## config.mk

```make
export PLATFORM = sky130hd
export DESIGN_NAME = multicycle_control_unit
export DESIGN_NICKNAME = d
export VERILOG_FILES = /design/src/rtl/multicycle_control_unit_pkg.sv /design/src/rtl/multicycle_control_unit_main_opcode_decoder.sv /design/src/rtl/multicycle_control_unit.sv
export SDC_FILE = /design/constraint.sdc
export NUM_CORES = 1
export LEC_CHECK = 0
export CAP_MARGIN = 0
export CELL_PAD_IN_SITES_DETAIL_PLACEMENT = 0
export CELL_PAD_IN_SITES_GLOBAL_PLACEMENT = 1
export CORE_MARGIN = 3
export CORE_UTILIZATION = 29
export CTS_CLUSTER_DIAMETER = 100
export DETAILED_ROUTE_END_ITERATION = 12
export PLACE_DENSITY_LB_ADDON = 0.1
export SLEW_MARGIN = 20
export SYNTH_ARGS = -nofsm -noshare
export SYNTH_HDL_FRONTEND = slang
export SYNTH_SLANG_ARGS = --single-unit
export TNS_END_PERCENT = 20
```

## constraint.sdc

```tcl
create_clock -name clk -period 3.2 [get_ports clk]
set_input_delay 0.96 -clock clk [delete_from_list [all_inputs] [get_ports clk]]
set_output_delay 0.96 -clock clk [all_outputs]
set_load 0.05 [all_outputs]
```

## src/rtl/multicycle_control_unit_pkg.sv

```systemverilog
// Shared control definitions for the multi-cycle RV32I core: opcodes, FSM states,
// ALU_Op codes and datapath select codes.
package multicycle_control_unit_pkg;

  localparam logic [6:0] OP_LOAD   = 7'b0000011;
  localparam logic [6:0] OP_STORE  = 7'b0100011;
  localparam logic [6:0] OP_RTYPE  = 7'b0110011;
  localparam logic [6:0] OP_ITYPE  = 7'b0010011;
  localparam logic [6:0] OP_BRANCH = 7'b1100011;
  localparam logic [6:0] OP_JAL    = 7'b1101111;
  localparam logic [6:0] OP_LUI    = 7'b0110111;

  typedef enum logic [3:0] {
    S_IDLE      = 4'd0,
    S_FETCH     = 4'd1,
    S_DECODE    = 4'd2,
    S_MEM_ADDR  = 4'd3,
    S_MEM_READ  = 4'd4,
    S_MEM_WB    = 4'd5,
    S_MEM_WRITE = 4'd6,
    S_EXEC_R    = 4'd7,
    S_EXEC_I    = 4'd8,
    S_LUI       = 4'd9,
    S_ALU_WB    = 4'd10,
    S_BRANCH    = 4'd11,
    S_JAL       = 4'd12,
    S_TRAP      = 4'd13
  } state_e;

  localparam logic [2:0] ALU_OP_R   = 3'b000;
  localparam logic [2:0] ALU_OP_I   = 3'b001;
  localparam logic [2:0] ALU_OP_ADD = 3'b010;
  localparam logic [2:0] ALU_OP_SUB = 3'b011;

  localparam logic [1:0] SRC_A_PC    = 2'b00;
  localparam logic [1:0] SRC_A_OLDPC = 2'b01;
  localparam logic [1:0] SRC_A_RS1   = 2'b10;
  localparam logic [1:0] SRC_A_ZERO  = 2'b11;

  localparam logic [1:0] SRC_B_RS2  = 2'b00;
  localparam logic [1:0] SRC_B_IMM  = 2'b01;
  localparam logic [1:0] SRC_B_FOUR = 2'b10;

  localparam logic [1:0] RES_ALUOUT = 2'b00;
  localparam logic [1:0] RES_MDR    = 2'b01;
  localparam logic [1:0] RES_ALU    = 2'b10;

  typedef enum logic [2:0] {
    CLS_MEM,
    CLS_R,
    CLS_I,
    CLS_BRANCH,
    CLS_JAL,
    CLS_LUI,
    CLS_ILLEGAL
  } op_class_e;

endpackage

```

## src/rtl/multicycle_control_unit_main_opcode_decoder.sv

```systemverilog
// Combinational opcode classifier selecting the state that follows DECODE.
module main_opcode_decoder
  import multicycle_control_unit_pkg::*;
(
  input  logic [6:0] opcode_i,
  output op_class_e  op_class_o
);

  always_comb begin
    op_class_o = CLS_ILLEGAL;
    case (opcode_i)
      OP_LOAD, OP_STORE: op_class_o = CLS_MEM;
      OP_RTYPE:          op_class_o = CLS_R;
      OP_ITYPE:          op_class_o = CLS_I;
      OP_BRANCH:         op_class_o = CLS_BRANCH;
      OP_JAL:            op_class_o = CLS_JAL;
      OP_LUI:            op_class_o = CLS_LUI;
      default:           op_class_o = CLS_ILLEGAL;
    endcase
  end

endmodule

```

## src/rtl/multicycle_control_unit.sv

```systemverilog
// Multi-cycle RV32I control FSM: sequences memory, register file and ALU per
// instruction, waits on mem_ready_i and traps on unsupported opcodes.
module multicycle_control_unit
  import multicycle_control_unit_pkg::*;
(
  input  logic       clk,
  input  logic       reset,
  input  logic [6:0] opcode_i,
  input  logic       zero_i,
  input  logic       mem_ready_i,
  output logic       PC_Write_o,
  output logic       IR_Write_o,
  output logic       IorD_o,
  output logic       Mem_Read_o,
  output logic       Mem_Write_o,
  output logic       Reg_Write_o,
  output logic [1:0] ALU_Src_A_o,
  output logic [1:0] ALU_Src_B_o,
  output logic [2:0] ALU_Op_o,
  output logic [1:0] Result_Src_o,
  output logic       illegal_o,
  output logic [3:0] state_o
);

  state_e    state_q, state_d;
  op_class_e op_class;

  main_opcode_decoder u_main_opcode_decoder (
    .opcode_i   (opcode_i),
    .op_class_o (op_class)
  );

  always_ff @(posedge clk or posedge reset) begin
    if (reset) state_q <= S_IDLE;
    else       state_q <= state_d;
  end

  assign state_o = state_q;

  always_comb begin
    state_d      = S_IDLE;
    PC_Write_o   = 1'b0;
    IR_Write_o   = 1'b0;
    IorD_o       = 1'b0;
    Mem_Read_o   = 1'b0;
    Mem_Write_o  = 1'b0;
    Reg_Write_o  = 1'b0;
    ALU_Src_A_o  = SRC_A_PC;
    ALU_Src_B_o  = SRC_B_RS2;
    ALU_Op_o     = ALU_OP_R;
    Result_Src_o = RES_ALUOUT;
    illegal_o    = 1'b0;

    case (state_q)
      S_IDLE: state_d = S_FETCH;

      // PC+4 goes straight from the ALU into PC on the same edge the IR loads
      S_FETCH: begin
        Mem_Read_o   = 1'b1;
        ALU_Src_B_o  = SRC_B_FOUR;
        ALU_Op_o     = ALU_OP_ADD;
        Result_Src_o = RES_ALU;
        IR_Write_o   = mem_ready_i;
        PC_Write_o   = mem_ready_i;
        state_d      = mem_ready_i ? S_DECODE : S_FETCH;
      end

      S_DECODE: begin
        ALU_Src_A_o = SRC_A_OLDPC;
        ALU_Src_B_o = SRC_B_IMM;
        ALU_Op_o    = ALU_OP_ADD;
        case (op_class)
          CLS_MEM:    state_d = S_MEM_ADDR;
          CLS_R:      state_d = S_EXEC_R;
          CLS_I:      state_d = S_EXEC_I;
          CLS_BRANCH: state_d = S_BRANCH;
          CLS_JAL:    state_d = S_JAL;
          CLS_LUI:    state_d = S_LUI;
          default:    state_d = S_TRAP;
        endcase
      end

      S_MEM_ADDR: begin
        ALU_Src_A_o = SRC_A_RS1;
        ALU_Src_B_o = SRC_B_IMM;
        ALU_Op_o    = ALU_OP_ADD;
        state_d     = (opcode_i == OP_STORE) ? S_MEM_WRITE : S_MEM_READ;
      end

      S_MEM_READ: begin
        IorD_o     = 1'b1;
        Mem_Read_o = 1'b1;
        state_d    = mem_ready_i ? S_MEM_WB : S_MEM_READ;
      end

      S_MEM_WB: begin
        Reg_Write_o  = 1'b1;
        Result_Src_o = RES_MDR;
        state_d      = S_FETCH;
      end

      S_MEM_WRITE: begin
        IorD_o      = 1'b1;
        Mem_Write_o = 1'b1;
        state_d     = mem_ready_i ? S_FETCH : S_MEM_WRITE;
      end

      S_EXEC_R: begin
        ALU_Src_A_o = SRC_A_RS1;
        ALU_Src_B_o = SRC_B_RS2;
        ALU_Op_o    = ALU_OP_R;
        state_d     = S_ALU_WB;
      end

      S_EXEC_I: begin
        ALU_Src_A_o = SRC_A_RS1;
        ALU_Src_B_o = SRC_B_IMM;
        ALU_Op_o    = ALU_OP_I;
        state_d     = S_ALU_WB;
      end

      S_LUI: begin
        ALU_Src_A_o = SRC_A_ZERO;
        ALU_Src_B_o = SRC_B_IMM;
        ALU_Op_o    = ALU_OP_ADD;
        state_d     = S_ALU_WB;
      end

      S_ALU_WB: begin
        Reg_Write_o  = 1'b1;
        Result_Src_o = RES_ALUOUT;
        state_d      = S_FETCH;
      end

      S_BRANCH: begin
        ALU_Src_A_o  = SRC_A_RS1;
        ALU_Src_B_o  = SRC_B_RS2;
        ALU_Op_o     = ALU_OP_SUB;
        Result_Src_o = RES_ALUOUT;
        PC_Write_o   = zero_i;
        state_d      = S_FETCH;
      end

      // PC takes the target from ALUOut while the ALU forms oldPC+4 for rd
      S_JAL: begin
        PC_Write_o   = 1'b1;
        Result_Src_o = RES_ALUOUT;
        ALU_Src_A_o  = SRC_A_OLDPC;
        ALU_Src_B_o  = SRC_B_FOUR;
        ALU_Op_o     = ALU_OP_ADD;
        state_d      = S_ALU_WB;
      end

      S_TRAP: begin
        illegal_o = 1'b1;
        state_d   = S_TRAP;
      end

      default: state_d = S_IDLE;
    endcase
  end

endmodule
```

# ---- Yosys cells after proc, flatten, opt, wreduce, memory -nomap -nowiden
# Cells that the tools add are included.
dict set report totals {
  register_bits 4
  latchBits 0
  mem_bits_rw 0
  rom_bits 0
  inputBits 11
  elab_cells 57
  n_memories 0
}
dict set report classes {
  n_addsub 0
  n_mul 0
  div 0
  order_cmp 0
  eq_ne 25
  shift 0
  muxes 18
  n_bitwise 0
  reduce_logical 13
}
# cell n
set ops {}
lappend ops {{$pmux W4 S8} 1}
lappend ops {{$eq A4 B4 Y1 const B} 6}
lappend ops {{$pmux W4 S6} 1}
lappend ops {{$eq A7 B6 Y1 const B} 3}
lappend ops {{$pmux W3 S6} 1}
lappend ops {{$eq A4 B3 Y1 const B} 4}
lappend ops {{$reduce_or A4 Y1} 4}
lappend ops {{$eq A7 B7 Y1 const B} 2}
lappend ops {{$pmux W2 S3} 2}
lappend ops {{$reduce_or A2 Y1} 6}
lappend ops {{$eq A4 B2 Y1 const B} 2}
lappend ops {{$pmux W2 S2} 2}
lappend ops {{$eq A7 B2 Y1 const B} 1}
lappend ops {{$eq A7 B5 Y1 const B} 1}
lappend ops {{$mux W1} 7}
lappend ops {{$eq A3 B2 Y1 const B} 2}
lappend ops {{$eq A3 B3 Y1 const B} 2}
lappend ops {{$reduce_or A5 Y1} 1}
lappend ops {{$eq A4 B1 Y1 const B} 1}
lappend ops {{$logic_not A4 Y1} 1}
lappend ops {{$mux W2} 2}
lappend ops {{$eq A3 B1 Y1 const B} 1}
lappend ops {{$logic_not A3 Y1} 1}
lappend ops {{$mux W3} 1}
lappend ops {{$pmux W1 S3} 1}

# ---- Logic depth before layout (Yosys ltp)
dict set report depth {
  ltp_word 6
  mapped_depth 7
}

# ---- Modules after synthesis
# Synthesis repeated with hierarchy kept, for this count alone.
dict set report unflattened {
  hier_cells 91
  hier_area_um2 586.8
}
# mod instances cells_each area_each_um2 seq_area_each_um2
set by_module_without_submodules {}
lappend by_module_without_submodules {multicycle_control_unit 1 77 508.0 100.1}
lappend by_module_without_submodules {main_opcode_decoder 1 14 78.8 0.0}

# ---- Worst setup path after synthesis
# Ideal clock, no wire load.
dict set report synth_timing {
  path_type {register -> output}
  start {reg state_q[1], in the netlist state_o[1]}
  end {out IR_Write_o}
  arrival_time_ps 2695
  t_required_ps 2240
  setup_slack_ps -455
  stages_incl_launch_ff 5
  cell_sequence {dfrtp_1 > clkbuf_1 > nand2b_1 > nor3_1 > and2_1}
}
dict set report synth_between {
  elab_chain_cells 2
}
# element line
set synth_lines {}
lappend synth_lines {{start: declaration} multicycle_control_unit.sv:25} ;# state_e state_q, state_d;
lappend synth_lines {{start signal: assignment} multicycle_control_unit.sv:35} ;# else state_q <= state_d;
lappend synth_lines {{$eq A4 B1 Y1} multicycle_control_unit.sv:54} ;# case (state_q)
lappend synth_lines {{$mux W1} multicycle_control_unit.sv:54}
lappend synth_lines {{end: declaration} multicycle_control_unit.sv:12} ;# output logic IR_Write_o,
# No other way between the ends.

# ---- Worst setup path in the final report
dict set report layout_timing {
  start {in mem_ready_i}
  end {out PC_Write_o}
}
dict set report layout_between {
  elab_chain_cells 1
}
# element line
set layout_lines {}
lappend layout_lines {{start: declaration} multicycle_control_unit.sv:10} ;# input logic mem_ready_i,
lappend layout_lines {{$pmux W1 S3} multicycle_control_unit.sv:54}
lappend layout_lines {{end: declaration} multicycle_control_unit.sv:11} ;# output logic PC_Write_o,
# No other way between the ends.

==> reports/qor.log <==
INFO  finish         layout.cells.non_filler=165
INFO  timing         rsz0062_at_grt=no
INFO  placement      finalWeightedCongestion=0.852
INFO  finish         number_of_antenna_repair_diodes=0
INFO  route          wl_per_cell=13.4um
INFO  timing         fin_setup_tns=0ns
INFO  synth          synth-compound-area-share=32.5%
INFO  route          dr.first_iter.drc_count=12
INFO  grt            number_of_antenna_violations_at_the_first_check_in_global_routing=0
INFO  worst_setup_path timing.reg2reg.setup_slack=1.53ns
INFO  synth          post_synth_fa_ha_maj_area_fraction=1.85%
INFO  worst_setup_path critPathRequiredTime=2.24ns
INFO  placement      post-dp-hpwl=1780um
INFO  route          detailedRoute.firstPassIterationCount=4
INFO  synth          sequential_cell_area_fraction_in_the_yosys_report=14.8%
INFO  synth          synth.top_cells.by_area=sky130_fd_sc_hd__dfrtp_1 (15%), sky130_fd_sc_hd__nor2b_1 (6.5%), sky130_fd_sc_hd__nand2b_1 (5.5%)
INFO  worst_setup_path worst_path_max_delay_cell=sky130_fd_sc_hd__clkdlybuf4s50_1
INFO  timing         clock-skew-final=0.000706ns
INFO  clock_tree     tritoncts=yes
INFO  synth          post_synth_inst_count=99
INFO  timing         worst-slew-pin-transition=0.507ns
INFO  synth          syn_avg_cell_area=6.84um2
INFO  hold_path      hold_start=state_o[2]$_DFF_PP0_
INFO  route          route.detailed.vias_per_inst=5.35
INFO  finish         syn_to_final_growth=64.3%
INFO  synth          combinational_family_with_the_most_area_after_synthesis=simple AND/OR/NAND/NOR gates
INFO  worst_setup_path cp.arrival=2.13ns
INFO  synth          synthesis.yosys.warnings=0
INFO  clock_tree     cts_buffer_depth=2
INFO  placement      numPortBuffers=29
INFO  floorplan      pin_count=31
INFO  hold_path      hold_class=reg -> reg
INFO  pwr            switchingPower=0.779mW
INFO  synth          synth.mux.area_fraction=0%
INFO  route          detail-route-antenna-nets=0
INFO  timing         final.hold.worst_slack=0.808ns
INFO  finish         largest_reg_flops=4
INFO  worst_setup_path worst_reg_to_reg_path_cell_count=5
INFO  route          dr_total_vias=882
INFO  worst_setup_path regToRegStartpoint=state_o[2]$_DFF_PP0_
INFO  timing         fin_ws=0.114ns
INFO  synth          synth_top_flop_cell=sky130_fd_sc_hd__dfrtp_1
INFO  timing         min_period_over_period=96.4%
INFO  synth          syn_area=677um2
INFO  synth          synth-edff-count=0
INFO  synth          synth.largest_area_cell=sky130_fd_sc_hd__dfrtp_1
INFO  worst_setup_path crit_path_end_kind=primary output
INFO  clock_tree     clk_latency=0.23ns
INFO  clock_tree     cts_sinks=4
INFO  clock_tree     clk_slew_on_worst_s_h_paths=0.04ns
INFO  clock_tree     numCtsBuffers=3
INFO  hold_path      holdPathStages=3
INFO  pwr            power.switching_fraction=60.1%
INFO  synth          synth_fp_nets=111
INFO  synth          synth_commonest_cells=sky130_fd_sc_hd__nand2_1 (8), sky130_fd_sc_hd__nor2_1 (8), sky130_fd_sc_hd__a21oi_1 (7), sky130_fd_sc_hd__nor2b_1 (7)
INFO  floorplan      die_h=54.3um
INFO  clock_tree     h-tree-depth=1
INFO  floorplan      dieArea=2950um2
INFO  route          drt-total-wl=2220um
INFO  floorplan      core-area=2080um2
INFO  pwr            powerDensity=1170nW/um2
INFO  worst_setup_path crit_path_max_fanout=2
INFO  pwr            seqPwrFrac=10.1%
INFO  finish         drive_above_1_share=23.2%
INFO  timing         finalMaxSlewViolations=0
INFO  synth          synth_xor_area_share=0%
INFO  timing         min_period=3.09ns
INFO  finish         num-fill-cells=215
INFO  pwr            leakage=0.446nW
INFO  pwr            power_frac_comb=85.2%
INFO  run            cap_violations=0
INFO  synth          asyncSetResetFlopFracSynth=100%
INFO  worst_setup_path timing.critical_path.cells=clkdlybuf4s50_1, nor2b_1, a221oi_1, a21oi_2, buf_12
INFO  pwr            p_clk_share=4.7%
INFO  status         run_status=finished, final reports clean
INFO  route          drt_drc_violations_left=0
INFO  grt            first_global_vias=826
INFO  finish         num-nets-final=152
INFO  worst_setup_path crit_family=buffers and inverters
INFO  synth          netlist-cell-type-count=42
INFO  worst_setup_path worst_r2r_endpoint=state_o[2]$_DFF_PP0_
INFO  floorplan      start_util=32.5%
INFO  floorplan      core.rowCount=16
INFO  clock_tree     hold_buffers=0
INFO  grt            maximum_number_of_pins_on_one_net_before_global_route_repair=17
INFO  synth          postSynthRegisterBits=4
INFO  synth          synth_simple_gate_area_share=44.2%
INFO  timing         slew_headroom=66.1%
INFO  grt            grt_first_pass_wirelength=3570um
INFO  grt            track_usage=16.2%
INFO  clock_tree     cts_setup_buffers=0
INFO  clock_tree     root_buffer=sky130_fd_sc_hd__clkbuf_4
INFO  timing         timing_hold_violations_final=0
INFO  synth          yosys.area.top_type_share=14.8%
INFO  timing         finalSetupViolations=0
INFO  grt            globalRoute.totalOverflow=0
INFO  clock_tree     postCtsResizedCells=0
INFO  worst_setup_path critPathKind=in -> out
INFO  worst_setup_path timing.critical_path.from_type=primary input
INFO  pwr            total_power=1.30mW
INFO  floorplan      die_x=54.3um
INFO  pwr            maximum_vdd_drop=0.778mV
INFO  worst_setup_path critical-path-max-stage-delay=0.44ns
INFO  placement      placed_cells=162
INFO  worst_setup_path crit_buf_inv=2
INFO  timing         fmax=324MHz
INFO  pwr            internal_power=0.518mW
INFO  hold_path      timing.hold.worst_endpoint=state_o[2]$_DFF_PP0_
INFO  placement      dpl_ws=0.0575ns
worst min-delay path, stage by stage (launching register included):
cell	delay [ns]
sky130_fd_sc_hd__dfrtp_1	0.44
sky130_fd_sc_hd__nand2_1	0.13
sky130_fd_sc_hd__o22a_1	0.15
sky130_fd_sc_hd__a311oi_1	0.05
power by group through the flow:
stage               logic (mW)  registers [mW]  clock network (mW)
CTS                       1.10           0.132              0.0642
floorplan                0.677           0.189                   0
finish                    1.10           0.131              0.0609
detailed placement        1.10           0.132                   0
global placement          1.10           0.132                   0
global route              1.18           0.139              0.0672
metrics by stage:
step | area [um2] | utilization (%)
2_1_floorplan | 682 | -
3_3_place_gp | 1090 | 52.2
3_5_place_dp | 1090 | 52.2
4_1_cts | 1110 | 53.2
5_1_grt | 1110 | 53.4
6_report | 1110 | 53.4
per-layer routing:
metal	track usage [%]	vias to the layer above	wire length, um
li1	-	450	-
met1	22.0	413	1060
met2	27.3	19	1070
met3	0.817	0	83
met4	4.98	0	0
met5	0	-	0
cell families (layout without fill, tap and decap cells):
group	Yosys count	count (layout)
and+or+nand+nor	51	51
AOI/OAI and AO/OA	32	32
buffers and inverters	10	49
DFF	4	4
adders and majority gates	1	1
other	1	1
worst max-delay path by stage:
stage                               from              endpoint  slack, ns  cells after the start
floorplan           state_o[1]$_DFF_PP0_        ALU_Src_A_o[0]      -0.06                      4
global placement             opcode_i[4]  state_o[1]$_DFF_PP0_       0.03                      8
detailed placement           opcode_i[4]  state_o[2]$_DFF_PP0_       0.06                      8
CTS                          mem_ready_i            PC_Write_o       0.06                      5
global route                 mem_ready_i            PC_Write_o       0.05                      5
finish                       mem_ready_i            PC_Write_o       0.11                      5
placed cells by master (no fill, tap or decap), types with 4 or more instances in the layout:
master and instances:
sky130_fd_sc_hd__dfrtp_1 4, sky130_fd_sc_hd__nand2_1 8, sky130_fd_sc_hd__nor2b_1 7, sky130_fd_sc_hd__nand2b_1 6, sky130_fd_sc_hd__clkdlybuf4s50_1 21, sky130_fd_sc_hd__buf_4 20
sky130_fd_sc_hd__a21oi_1 6, sky130_fd_sc_hd__nor2_1 8, sky130_fd_sc_hd__o21ai_0 6
area by class of cell:
type	count	area [um2]	area share [%]
clock buffer	3	22.5	2.02
tap	27	33.8	3.04
timing repair buffer	43	400	36.0
sequential	4	100	9.00
multi-input combinational	85	544	48.9
inverter	3	11.3	1.01
Power figures use the tool's default switching activity.
